File: src/rtl/chr_bg_ctrl_if.sv
// Bundle of the CPU write, fill, shadow-register and RAM-write signals of the
// background write controller.
interface chr_bg_ctrl_if #(
  parameter int LEN_BITS = 13
);
  // cpu_req is held high until cpu_ack; cpu_ack is a one-cycle pulse that
  // coincides with the RAM write strobe, so the request may drop after it.
  logic                cpu_req;
  logic                cpu_sel;
  logic [31:0]         cpu_addr;
  logic [7:0]          cpu_data;
  logic                cpu_ack;

  logic                fill_start;
  logic                fill_sel;
  logic [31:0]         fill_base;
  logic [LEN_BITS-1:0] fill_len;
  logic [7:0]          fill_value;
  logic                fill_busy;
  logic                fill_done;

  logic                reg_we;
  logic [1:0]          reg_sel;
  logic [31:0]         reg_data;
  logic                frame_start;

  logic [31:0]         chr_address;
  logic [7:0]          chr_din;
  logic                chr_we;
  logic [31:0]         bitmap_address;
  logic [7:0]          bitmap_din;
  logic                bitmap_we;
  logic [31:0]         x;
  logic [31:0]         y;
  logic [31:0]         scale;

  modport master (
    output cpu_req, cpu_sel, cpu_addr, cpu_data,
    output fill_start, fill_sel, fill_base, fill_len, fill_value,
    output reg_we, reg_sel, reg_data, frame_start,
    input  cpu_ack, fill_busy, fill_done,
    input  chr_address, chr_din, chr_we, bitmap_address, bitmap_din, bitmap_we,
    input  x, y, scale
  );

  modport slave (
    input  cpu_req, cpu_sel, cpu_addr, cpu_data,
    input  fill_start, fill_sel, fill_base, fill_len, fill_value,
    input  reg_we, reg_sel, reg_data, frame_start,
    output cpu_ack, fill_busy, fill_done,
    output chr_address, chr_din, chr_we, bitmap_address, bitmap_din, bitmap_we,
    output x, y, scale
  );
endinterface

File: src/rtl/chr_bg_ctrl.sv
// Background-layer write controller: arbitrates CPU and fill-engine writes into
// one registered write stage and frame-synchronises the scroll/scale registers.
module chr_bg_ctrl #(
  parameter int CHR_SIZE_BITS = 6,
  parameter int LEN_BITS      = 13
) (
  input  logic          clk,
  input  logic          reset,
  chr_bg_ctrl_if.slave  bus,
  output logic          fill_state_o
);
  localparam int ADDR_BITS = 2 * CHR_SIZE_BITS;

  typedef enum logic {S_IDLE = 1'b0, S_FILL = 1'b1} state_e;

  state_e                state_q, state_d;
  logic                  f_sel_q, f_sel_d;
  logic [ADDR_BITS-1:0]  f_addr_q, f_addr_d;
  logic [LEN_BITS-1:0]   f_cnt_q, f_cnt_d;
  logic [7:0]            f_val_q, f_val_d;

  logic                  chr_we_q, chr_we_d;
  logic [ADDR_BITS-1:0]  chr_addr_q, chr_addr_d;
  logic [7:0]            chr_din_q, chr_din_d;
  logic                  bm_we_q, bm_we_d;
  logic [ADDR_BITS-1:0]  bm_addr_q, bm_addr_d;
  logic [7:0]            bm_din_q, bm_din_d;
  logic                  cpu_ack_q, cpu_ack_d;
  logic                  done_q, done_d;
  logic                  last_pend_q, last_pend_d;

  logic [31:0]           sh_x_q, sh_x_d, sh_y_q, sh_y_d, sh_s_q, sh_s_d;
  logic [31:0]           x_q, x_d, y_q, y_d, s_q, s_d;

  logic                  grant_cpu, grant_fill, fill_last, busy, start_ok;
  logic                  wr_sel;
  logic [ADDR_BITS-1:0]  wr_addr;
  logic [7:0]            wr_data;
  logic                  unused_bits;

  // cpu_ack high blocks the CPU for a cycle: no double write of a held
  // request, and the fill engine is guaranteed every other slot.
  assign grant_cpu  = bus.cpu_req && !cpu_ack_q;
  assign grant_fill = !grant_cpu && (state_q == S_FILL);
  assign fill_last  = grant_fill && (f_cnt_q == LEN_BITS'(1));
  assign busy       = (state_q == S_FILL) || last_pend_q;
  assign start_ok   = bus.fill_start && !busy;

  always_comb begin
    state_d     = state_q;
    f_sel_d     = f_sel_q;
    f_addr_d    = f_addr_q;
    f_cnt_d     = f_cnt_q;
    f_val_d     = f_val_q;
    done_d      = fill_last;
    last_pend_d = fill_last;
    case (state_q)
      S_IDLE: begin
        if (start_ok) begin
          if (bus.fill_len != '0) begin
            state_d  = S_FILL;
            f_sel_d  = bus.fill_sel;
            f_addr_d = bus.fill_base[ADDR_BITS-1:0];
            f_cnt_d  = bus.fill_len;
            f_val_d  = bus.fill_value;
          end else begin
            done_d = 1'b1;
          end
        end
      end
      S_FILL: begin
        if (grant_fill) begin
          f_addr_d = f_addr_q + ADDR_BITS'(1);
          f_cnt_d  = f_cnt_q - LEN_BITS'(1);
          if (fill_last) state_d = S_IDLE;
        end
      end
      default: state_d = S_IDLE;
    endcase
  end

  always_comb begin
    wr_sel  = f_sel_q;
    wr_addr = f_addr_q;
    wr_data = f_val_q;
    if (grant_cpu) begin
      wr_sel  = bus.cpu_sel;
      wr_addr = bus.cpu_addr[ADDR_BITS-1:0];
      wr_data = bus.cpu_data;
    end
    chr_we_d   = (grant_cpu || grant_fill) && !wr_sel;
    bm_we_d    = (grant_cpu || grant_fill) && wr_sel;
    chr_addr_d = chr_we_d ? wr_addr : chr_addr_q;
    chr_din_d  = chr_we_d ? wr_data : chr_din_q;
    bm_addr_d  = bm_we_d ? wr_addr : bm_addr_q;
    bm_din_d   = bm_we_d ? wr_data : bm_din_q;
    cpu_ack_d  = grant_cpu;
  end

  // Live copies sample the shadows before this cycle's register write lands.
  always_comb begin
    sh_x_d = sh_x_q;
    sh_y_d = sh_y_q;
    sh_s_d = sh_s_q;
    x_d    = bus.frame_start ? sh_x_q : x_q;
    y_d    = bus.frame_start ? sh_y_q : y_q;
    s_d    = bus.frame_start ? sh_s_q : s_q;
    if (bus.reg_we) begin
      case (bus.reg_sel)
        2'd0:    sh_x_d = bus.reg_data;
        2'd1:    sh_y_d = bus.reg_data;
        2'd2:    sh_s_d = bus.reg_data;
        default: ;
      endcase
    end
  end

  always_ff @(posedge clk) begin
    if (!reset) begin
      state_q     <= S_IDLE;
      f_sel_q     <= 1'b0;
      f_addr_q    <= '0;
      f_cnt_q     <= '0;
      f_val_q     <= '0;
      chr_we_q    <= 1'b0;
      chr_addr_q  <= '0;
      chr_din_q   <= '0;
      bm_we_q     <= 1'b0;
      bm_addr_q   <= '0;
      bm_din_q    <= '0;
      cpu_ack_q   <= 1'b0;
      done_q      <= 1'b0;
      last_pend_q <= 1'b0;
      sh_x_q      <= '0;
      sh_y_q      <= '0;
      sh_s_q      <= '0;
      x_q         <= '0;
      y_q         <= '0;
      s_q         <= '0;
    end else begin
      state_q     <= state_d;
      f_sel_q     <= f_sel_d;
      f_addr_q    <= f_addr_d;
      f_cnt_q     <= f_cnt_d;
      f_val_q     <= f_val_d;
      chr_we_q    <= chr_we_d;
      chr_addr_q  <= chr_addr_d;
      chr_din_q   <= chr_din_d;
      bm_we_q     <= bm_we_d;
      bm_addr_q   <= bm_addr_d;
      bm_din_q    <= bm_din_d;
      cpu_ack_q   <= cpu_ack_d;
      done_q      <= done_d;
      last_pend_q <= last_pend_d;
      sh_x_q      <= sh_x_d;
      sh_y_q      <= sh_y_d;
      sh_s_q      <= sh_s_d;
      x_q         <= x_d;
      y_q         <= y_d;
      s_q         <= s_d;
    end
  end

  assign bus.cpu_ack        = cpu_ack_q;
  assign bus.fill_busy      = busy;
  assign bus.fill_done      = done_q;
  assign bus.chr_we         = chr_we_q;
  assign bus.chr_address    = {{(32-ADDR_BITS){1'b0}}, chr_addr_q};
  assign bus.chr_din        = chr_din_q;
  assign bus.bitmap_we      = bm_we_q;
  assign bus.bitmap_address = {{(32-ADDR_BITS){1'b0}}, bm_addr_q};
  assign bus.bitmap_din     = bm_din_q;
  assign bus.x              = x_q;
  assign bus.y              = y_q;
  assign bus.scale          = s_q;
  assign fill_state_o       = (state_q == S_FILL);

  assign unused_bits = ^{bus.cpu_addr[31:ADDR_BITS], bus.fill_base[31:ADDR_BITS]};
endmodule

File: src/flat_wrapper.sv
// flat-port wrapper written by rule: the top's interface ports become plain ports
module chr_bg_ctrl_flat 
#(
  parameter int CHR_SIZE_BITS = 6,
  parameter int LEN_BITS      = 13
)
  (clk, reset, fill_state_o, bus_cpu_req, bus_cpu_sel, bus_cpu_addr, bus_cpu_data, bus_fill_start, bus_fill_sel, bus_fill_base, bus_fill_len, bus_fill_value, bus_reg_we, bus_reg_sel, bus_reg_data, bus_frame_start, bus_cpu_ack, bus_fill_busy, bus_fill_done, bus_chr_address, bus_chr_din, bus_chr_we, bus_bitmap_address, bus_bitmap_din, bus_bitmap_we, bus_x, bus_y, bus_scale);
  chr_bg_ctrl_if #(.LEN_BITS(LEN_BITS)) bus_i ();
  input  logic clk;
  input  logic reset;
  output logic fill_state_o;
  input wire logic [$bits(bus_i.cpu_req)-1:0] bus_cpu_req;
  input wire logic [$bits(bus_i.cpu_sel)-1:0] bus_cpu_sel;
  input wire logic [$bits(bus_i.cpu_addr)-1:0] bus_cpu_addr;
  input wire logic [$bits(bus_i.cpu_data)-1:0] bus_cpu_data;
  input wire logic [$bits(bus_i.fill_start)-1:0] bus_fill_start;
  input wire logic [$bits(bus_i.fill_sel)-1:0] bus_fill_sel;
  input wire logic [$bits(bus_i.fill_base)-1:0] bus_fill_base;
  input wire logic [$bits(bus_i.fill_len)-1:0] bus_fill_len;
  input wire logic [$bits(bus_i.fill_value)-1:0] bus_fill_value;
  input wire logic [$bits(bus_i.reg_we)-1:0] bus_reg_we;
  input wire logic [$bits(bus_i.reg_sel)-1:0] bus_reg_sel;
  input wire logic [$bits(bus_i.reg_data)-1:0] bus_reg_data;
  input wire logic [$bits(bus_i.frame_start)-1:0] bus_frame_start;
  output wire logic [$bits(bus_i.cpu_ack)-1:0] bus_cpu_ack;
  output wire logic [$bits(bus_i.fill_busy)-1:0] bus_fill_busy;
  output wire logic [$bits(bus_i.fill_done)-1:0] bus_fill_done;
  output wire logic [$bits(bus_i.chr_address)-1:0] bus_chr_address;
  output wire logic [$bits(bus_i.chr_din)-1:0] bus_chr_din;
  output wire logic [$bits(bus_i.chr_we)-1:0] bus_chr_we;
  output wire logic [$bits(bus_i.bitmap_address)-1:0] bus_bitmap_address;
  output wire logic [$bits(bus_i.bitmap_din)-1:0] bus_bitmap_din;
  output wire logic [$bits(bus_i.bitmap_we)-1:0] bus_bitmap_we;
  output wire logic [$bits(bus_i.x)-1:0] bus_x;
  output wire logic [$bits(bus_i.y)-1:0] bus_y;
  output wire logic [$bits(bus_i.scale)-1:0] bus_scale;
  assign bus_i.cpu_req = bus_cpu_req;
  assign bus_i.cpu_sel = bus_cpu_sel;
  assign bus_i.cpu_addr = bus_cpu_addr;
  assign bus_i.cpu_data = bus_cpu_data;
  assign bus_i.fill_start = bus_fill_start;
  assign bus_i.fill_sel = bus_fill_sel;
  assign bus_i.fill_base = bus_fill_base;
  assign bus_i.fill_len = bus_fill_len;
  assign bus_i.fill_value = bus_fill_value;
  assign bus_i.reg_we = bus_reg_we;
  assign bus_i.reg_sel = bus_reg_sel;
  assign bus_i.reg_data = bus_reg_data;
  assign bus_i.frame_start = bus_frame_start;
  assign bus_cpu_ack = bus_i.cpu_ack;
  assign bus_fill_busy = bus_i.fill_busy;
  assign bus_fill_done = bus_i.fill_done;
  assign bus_chr_address = bus_i.chr_address;
  assign bus_chr_din = bus_i.chr_din;
  assign bus_chr_we = bus_i.chr_we;
  assign bus_bitmap_address = bus_i.bitmap_address;
  assign bus_bitmap_din = bus_i.bitmap_din;
  assign bus_bitmap_we = bus_i.bitmap_we;
  assign bus_x = bus_i.x;
  assign bus_y = bus_i.y;
  assign bus_scale = bus_i.scale;
  chr_bg_ctrl #(.CHR_SIZE_BITS(CHR_SIZE_BITS), .LEN_BITS(LEN_BITS)) u_core (.clk(clk), .reset(reset), .bus(bus_i), .fill_state_o(fill_state_o));
endmodule
File: config.mk
export PLATFORM = sky130hd
export DESIGN_NAME = chr_bg_ctrl_flat
export DESIGN_NICKNAME = d
export VERILOG_FILES = /design/src/rtl/chr_bg_ctrl_if.sv /design/src/rtl/chr_bg_ctrl.sv /design/src/flat_wrapper.sv
export SDC_FILE = /design/constraint.sdc
export NUM_CORES = 1
export LEC_CHECK = 0
export ABC_AREA = 1
export CAP_MARGIN = 20
export CORE_AREA = 2 2 138 166
export DETAILED_ROUTE_END_ITERATION = 7
export DIE_AREA = 0 0 140 168
export GPL_TIMING_DRIVEN = 0
export PLACE_DENSITY = 0.86
export SLEW_MARGIN = 25
export SYNTH_ARGS = -nofsm -noshare
export SYNTH_HDL_FRONTEND = slang
export SYNTH_SLANG_ARGS = --single-unit
File: constraint.sdc
create_clock -name clk -period 2.9 [get_ports clk]
set_clock_uncertainty 0.15 [all_clocks]
set_input_delay 0.58 -clock clk [delete_from_list [all_inputs] [get_ports clk]]
set_output_delay 0.58 -clock clk [all_outputs]
set_load 0.005 [all_outputs]
* Word-level counts from Yosys, hierarchy flattened
Index checks and enable logic that the tools add are counted.
** Storage, ports and cells
- Bits in registers :: 272
- Output and inout port bits :: 182
- Word-level logic and storage cells :: 67
** Cells by class
- $add $sub $neg :: 2
- Eq/ne operators :: 6
- Mux-type cells :: 19
- Bitwise operators :: 1
- Reduce and logical (&&, ||, !) cells :: 19
** Operators by type and width (count)
- $mux W12 :: 4
- $mux W13 :: 3
- $pmux W13 S2 :: 1
- $pmux W12 S2 :: 1
- $eq A13 B1 Y1 const B :: 1
- $reduce_bool A13 Y1 :: 1
- $sub A13 B1 Y13 const B :: 1
- $add A12 B1 Y12 const B :: 1
- $mux W1 :: 8
- $mux W8 :: 1
- $logic_and A1 B1 Y1 :: 6
- $reduce_and A2 Y1 :: 3
- $reduce_and A3 Y1 :: 2
- $logic_not A1 Y1 :: 4
- $ne A2 B1 Y1 const B :: 2
- $eq A2 B1 Y1 const B :: 1
- $eq A2 B2 Y1 const B :: 1
- $logic_not A2 Y1 :: 1
- $logic_or A1 B1 Y1 :: 2
- $ne A2 B2 Y1 const B :: 1
- $pmux W1 S2 :: 1
- $not A1 Y1 :: 1

* Longest topological paths before layout
Gate-level depths: netlist of run 1.
- Depth in word-level cells :: 8
- Mapped depth :: 11

* Worst setup path after synthesis of run 1
Ideal clock, no wire load.
- Path kind :: in2reg
- From :: input port bus_fill_len[3]
- To :: register u_core.f_addr_q[6]
- Data arrival time :: 1368 ps
- Required time :: 2631 ps
- Path slack :: 1263 ps
- Stages on the path :: 9
- Cells stage by stage :: nor2_1 nand2_1 nor2_2 nand2_1 nand2_2 nand2_4 buf_4 o21ai_1 a21oi_2
** On the way
- Word-level cells in the longest chain between the ends :: 3
** RTL lines
- from (decl) :: RTL line flat_wrapper.sv:19 : input wire logic [$bits(bus_i.fill_len)-1:0] bus_fill_len;
- $reduce_bool A13 Y1 :: RTL line chr_bg_ctrl.sv:60 : if (bus.fill_len != '0) begin
- $ne A2 B1 Y1 (no line)
- $reduce_and A3 Y1 (no line)
- to (signal assigned) :: RTL line chr_bg_ctrl.sv:143 : f_addr_q <= f_addr_d;
- to (decl) :: RTL line chr_bg_ctrl.sv:18 : logic [ADDR_BITS-1:0] f_addr_q, f_addr_d;
Every way passes these cells.
A chain may end at the register's enable or synchronous reset.

* Worst setup path after layout of run 1
- From :: register u_core.state_q, in the netlist u_core.fill_state_o
- To :: output port bus_fill_busy
** On the way
- Word-level cells in the longest chain between the ends :: 1
** RTL lines
- from (decl) :: RTL line chr_bg_ctrl.sv:16 : state_e state_q, state_d;
- from (signal assigned) :: RTL line chr_bg_ctrl.sv:141 : state_q <= state_d;
- $logic_or A1 B1 Y1 :: RTL line chr_bg_ctrl.sv:46 : assign busy = (state_q == S_FILL) || last_pend_q;
- to (decl) :: RTL line flat_wrapper.sv:26 : output wire logic [$bits(bus_i.fill_busy)-1:0] bus_fill_busy;
Every way passes these cells.

==> summary by stage, run 1 <==
Worst hold path
The worst hold path belongs to the class register to register. Counting instances, the worst hold path has a depth of 2. The start point of the worst min-delay path is u_core.bm_addr_q[9].

The worst hold path terminates at u_core.bm_addr_q[9].

Cells and area
After the flow finishes, the layout carries non-filler instances totaling 2086. In the layout the commonest cells are 480 x nor2_1, 272 x dfxtp_1, 235 x clkdlybuf4s50_1. The library cell used most frequently in the layout, excluding fill and tap cells, is nor2_1. Of the cells placed in the final design, the portion with a size suffix greater than 1 is 0.0747.

At the end of the flow, the number of nets in the layout was 1925. The area growth from synthesis to layout is 34.6%. Once layout is done, the placed cells without fillers occupy 14500 µm². The number of inserted diodes is 0. Counting the fill cells in the layout gives 1850.

Die
The area of the die is 23500 µm². Measured along the x axis, the die boundary spans 140 µm. The initial utilization of the core area, before any placement, comes to 0.487. The row count is 60. 317 I/O pins were placed.

The core area is 22100 µm². The die extent in y is 168 µm.

Drt
For this run, design rule violations remaining after detail routing come to 32. The first detailed-routing pass took 8 iterations. The first-iteration detailed-routing DRC count is 857. The final route contains 10700 vias. The number of nets with antenna violations after routing is 0. In the routed layout, each cell is associated on average with a via count of 5.15. After detailed routing, the average wire length per cell comes to 16.1 µm. The final wirelength is 33700 µm.

Placement
The post-detailed-placement half-perimeter wirelength is 25000 µm. Input and output buffers added on the ports amount to 235. At the end of routability-driven placement, the weighted congestion stood at 0.918. The placed cell count is 2037. The post-placement cell area is 13600 µm².

Worst setup path
STA puts the critical path data arrival time at 2.08 ns. Broken down by cell family, the worst path's largest delay share belongs to buffers and inverters. The maximum fanout along the worst path is 10.

On the worst path, the slowest cell contributes a delay of 0.45 ns. The worst-case reg-to-reg path depth is 5. The launch point of the worst reg-to-reg path is u_core.fill_state_o. The sort of element at the end of the critical path is a primary output.

Counting both buffers and inverters, the worst setup path holds a total of 4. The startpoint of the worst setup timing path is u_core.fill_state_o. The worst register-to-register path ends at u_core.f_addr_q[4]. The type of the setup path with the least slack is register to primary output. STA classifies the critical path startpoint as a register. STA puts the critical path data required time at 2.17 ns. Walking the worst path, the cells encountered are inv_2, buf_2, buf_2, nand2_1, clkdlybuf4s50_1. In this design, the critical path's most frequently occurring cell is buf_2. In this run the register-to-register setup slack is 1.22 ns. The slowest cell on the critical path is clkdlybuf4s50_1.

STA
The number of hold-slack violations in the final timing report is 0. Setup total negative slack on the finished layout was measured at 0 ns. Setup violations remaining at the end of the flow were counted as 0.

At the pin with the least slew margin, the transition time is 0.643 ns. Measured against its own limit, the worst slew margin works out to 0.571. The ratio of final minimum period to clock period is 0.968. The maximum frequency from static timing analysis is 356 MHz.

Setup repair after global routing left no endpoint under its margin. The clock period minus worst slack is 2.81 ns. The count of pins over their slew limit is 0.

Synthesis
Counting flops and latches in the post-synthesis netlist gives 272. The number of warnings printed during yosys synthesis is 0. The number of instances in the synthesized netlist is 1484. For this run, the register share of the synthesized area comes to 0.504. The mean area per synthesized cell is 7.27 µm². The post-synthesis cell type count is 31. The summed instance area of the synthesized netlist is 10800 µm².

Flow run
Across the run, the number of max-cap violations was 0.

Global routing
The via count of the first global-routing pass is 10400. The overall overflow remaining after global route is 0. The number of antenna violations at the first check in global routing was 0. The global routing usage summed across all routing layers is 0.278. Entering global routing, the biggest net connects 15 pins.

The first-pass GRT wire length is 53100 µm.

Power and ir drop
The cell leakage power is 6.16 nW. The design draws 9.08 mW. Of the total power, combinational logic draws 0.158.

Summed over all nets, the switching power comes to 2.42 mW. Of the total power, the share spent switching nets is 0.267. The portion of total power attributed to sequential cells is 0.457.

The internal power is 6.66 mW. Across the VDD grid, the largest voltage drop is 0.470 mV. The fraction of power consumed by the clock network is 0.384. For this design the ratio of total power to cell area is 625 nW/µm².

Clocking
CTS built an H-tree with a depth of 1. The clock insertion delay at the later pin of the skew report is 0.53 ns. In this run, CTS created clock tree buffers numbering 27. Clock tree synthesis selected as its root buffer the cell clkbuf_16. The maximum root-to-sink buffer count is 3. The CTS clock-pin slew for the worst setup and hold paths is 0.07 ns. The number of hold buffers added after CTS was 0. The number of sinks handled by clock tree synthesis is 272. The TritonCTS clock tree is built.

The number of setup buffers added after CTS is 0. In this run, post-CTS repair resized a total of 0 instances.

Status
The run finished, with violations left. The final reports fail on design-rule violations.
[worst register-to-register path, cell delays in order (launching register included)]
cell and delay (ns):
dfxtp_1 0.41, buf_4 0.21, clkbuf_1 0.44, o21ai_0 0.19, nand2_1 0.11, a21oi_1 0.06
[Yosys cell counts]
| cell type | count | area (µm²) |
|---|---|---|
| a21oi_1 | 70 | 350 |
| nand4_1 | 4 | 25.0 |
| nand3_2 | 2 | 20.0 |
| or2_2 | 1 | 6.26 |
| nand3_1 | 40 | 200 |
| nand2_1 | 136 | 510 |
| o31ai_1 | 1 | 7.51 |
| nor2_1 | 480 | 1800 |
| nand2_2 | 3 | 18.8 |
| ha_1 | 3 | 37.5 |
| o21ai_1 | 40 | 200 |
| nor3_1 | 4 | 20.0 |
| nand3b_1 | 2 | 15.0 |
| buf_1 | 2 | 7.51 |
| buf_4 | 43 | 323 |
| clkbuf_1 | 62 | 233 |
| inv_2 | 6 | 22.5 |
| o22ai_1 | 1 | 6.26 |
| nor2_4 | 1 | 11.3 |
| clkinv_1 | 1 | 3.75 |
| nand2_4 | 2 | 22.5 |
| o211ai_2 | 1 | 12.5 |
| o21ai_0 | 219 | 1100 |
| inv_1 | 56 | 210 |
| dfxtp_1 | 272 | 5450 |
| conb_1 | 1 | 3.75 |
| xnor2_1 | 1 | 8.76 |
| buf_6 | 3 | 33.8 |
| buf_2 | 23 | 115 |
| a21oi_2 | 1 | 8.76 |
| nor2_2 | 3 | 18.8 |
[flip-flops by register name, indices dropped and copies added (netlist names), 13 cells and up]
name and count:
u_core.sh_s_q 32, u_core.bus.y 32, u_core.sh_x_q 32, u_core.f_cnt_q 13
u_core.bus.x 32, u_core.sh_y_q 32, u_core.bus.scale 32
[metal layers]
layer	global-route usage	vias up	share of wire
li1	-	5265	-
met2	0.496	493	0.49
met5	0	-	0
met4	0.104	0	0.034
met1	0.327	4888	0.39
met3	0.0609	99	0.088
[area by class of cell]
type | instances | area, µm² | area share
Timing Repair Buffer | 235 | 2350 | 0.162
Clock buffer | 38 | 797 | 0.0549
Sequential cell | 272 | 5450 | 0.375
Buffer | 133 | 712 | 0.0490
Clock inverter | 11 | 90.1 | 0.00620
Tap cell | 279 | 349 | 0.0240
Inverter | 63 | 236 | 0.0163
Multi-Input combinational cell | 1055 | 4550 | 0.313
[through the flow]
| step | setup slack, ns | utilization | hold WS [ns] |
|---|---|---|---|
| floorplan | 1.26 | - | 0.280 |
| detailed placement | 0.277 | 0.616 | 0.287 |
| global placement | 0.333 | 0.616 | 0.285 |
| CTS | 0.107 | 0.656 | 0.297 |
| global route | 0.0105 | 0.656 | 0.317 |
| finish | 0.0915 | 0.656 | 0.297 |
[power by group through the flow]
stage	registers [mW]	clock network, mW	logic [mW]
2_1_floorplan	4.20	0	0.740
3_3_place_gp	4.22	0	1.38
3_5_place_dp	4.23	0	1.41
4_1_cts	4.15	3.52	1.42
5_1_grt	4.18	3.70	1.58
6_report	4.15	3.49	1.44
[worst max-delay path by stage]
stage	cells past startpoint	slack, ns	end
after floorplan	9	1.26	u_core.f_addr_q[6]
after global placement	5	0.33	u_core.sh_s_q[15]
after detailed placement	5	0.28	u_core.sh_s_q[21]
after CTS	5	0.11	bus_fill_busy
after global routing	5	0.01	bus_fill_busy
final	5	0.09	bus_fill_busy
[cell families after synthesis]
kind of cell	synth area share
buffers and inverters	0.0879
XOR/XNOR	0.000811
AO/OA/AOI/OAI	0.156
flip-flops	0.504
AND/OR/NAND/NOR	0.247
adder cells (fa/ha/maj)	0.00348
other	0.000347
Note: power is estimated with default switching activity, not from simulation.
==> inputs of run 2 (changes only) <==
Settings changed: TNS_END_PERCENT from default to 20.
==> results of run 2 <==
No change in the layout: final DEF, timing and power equal those of run 1.
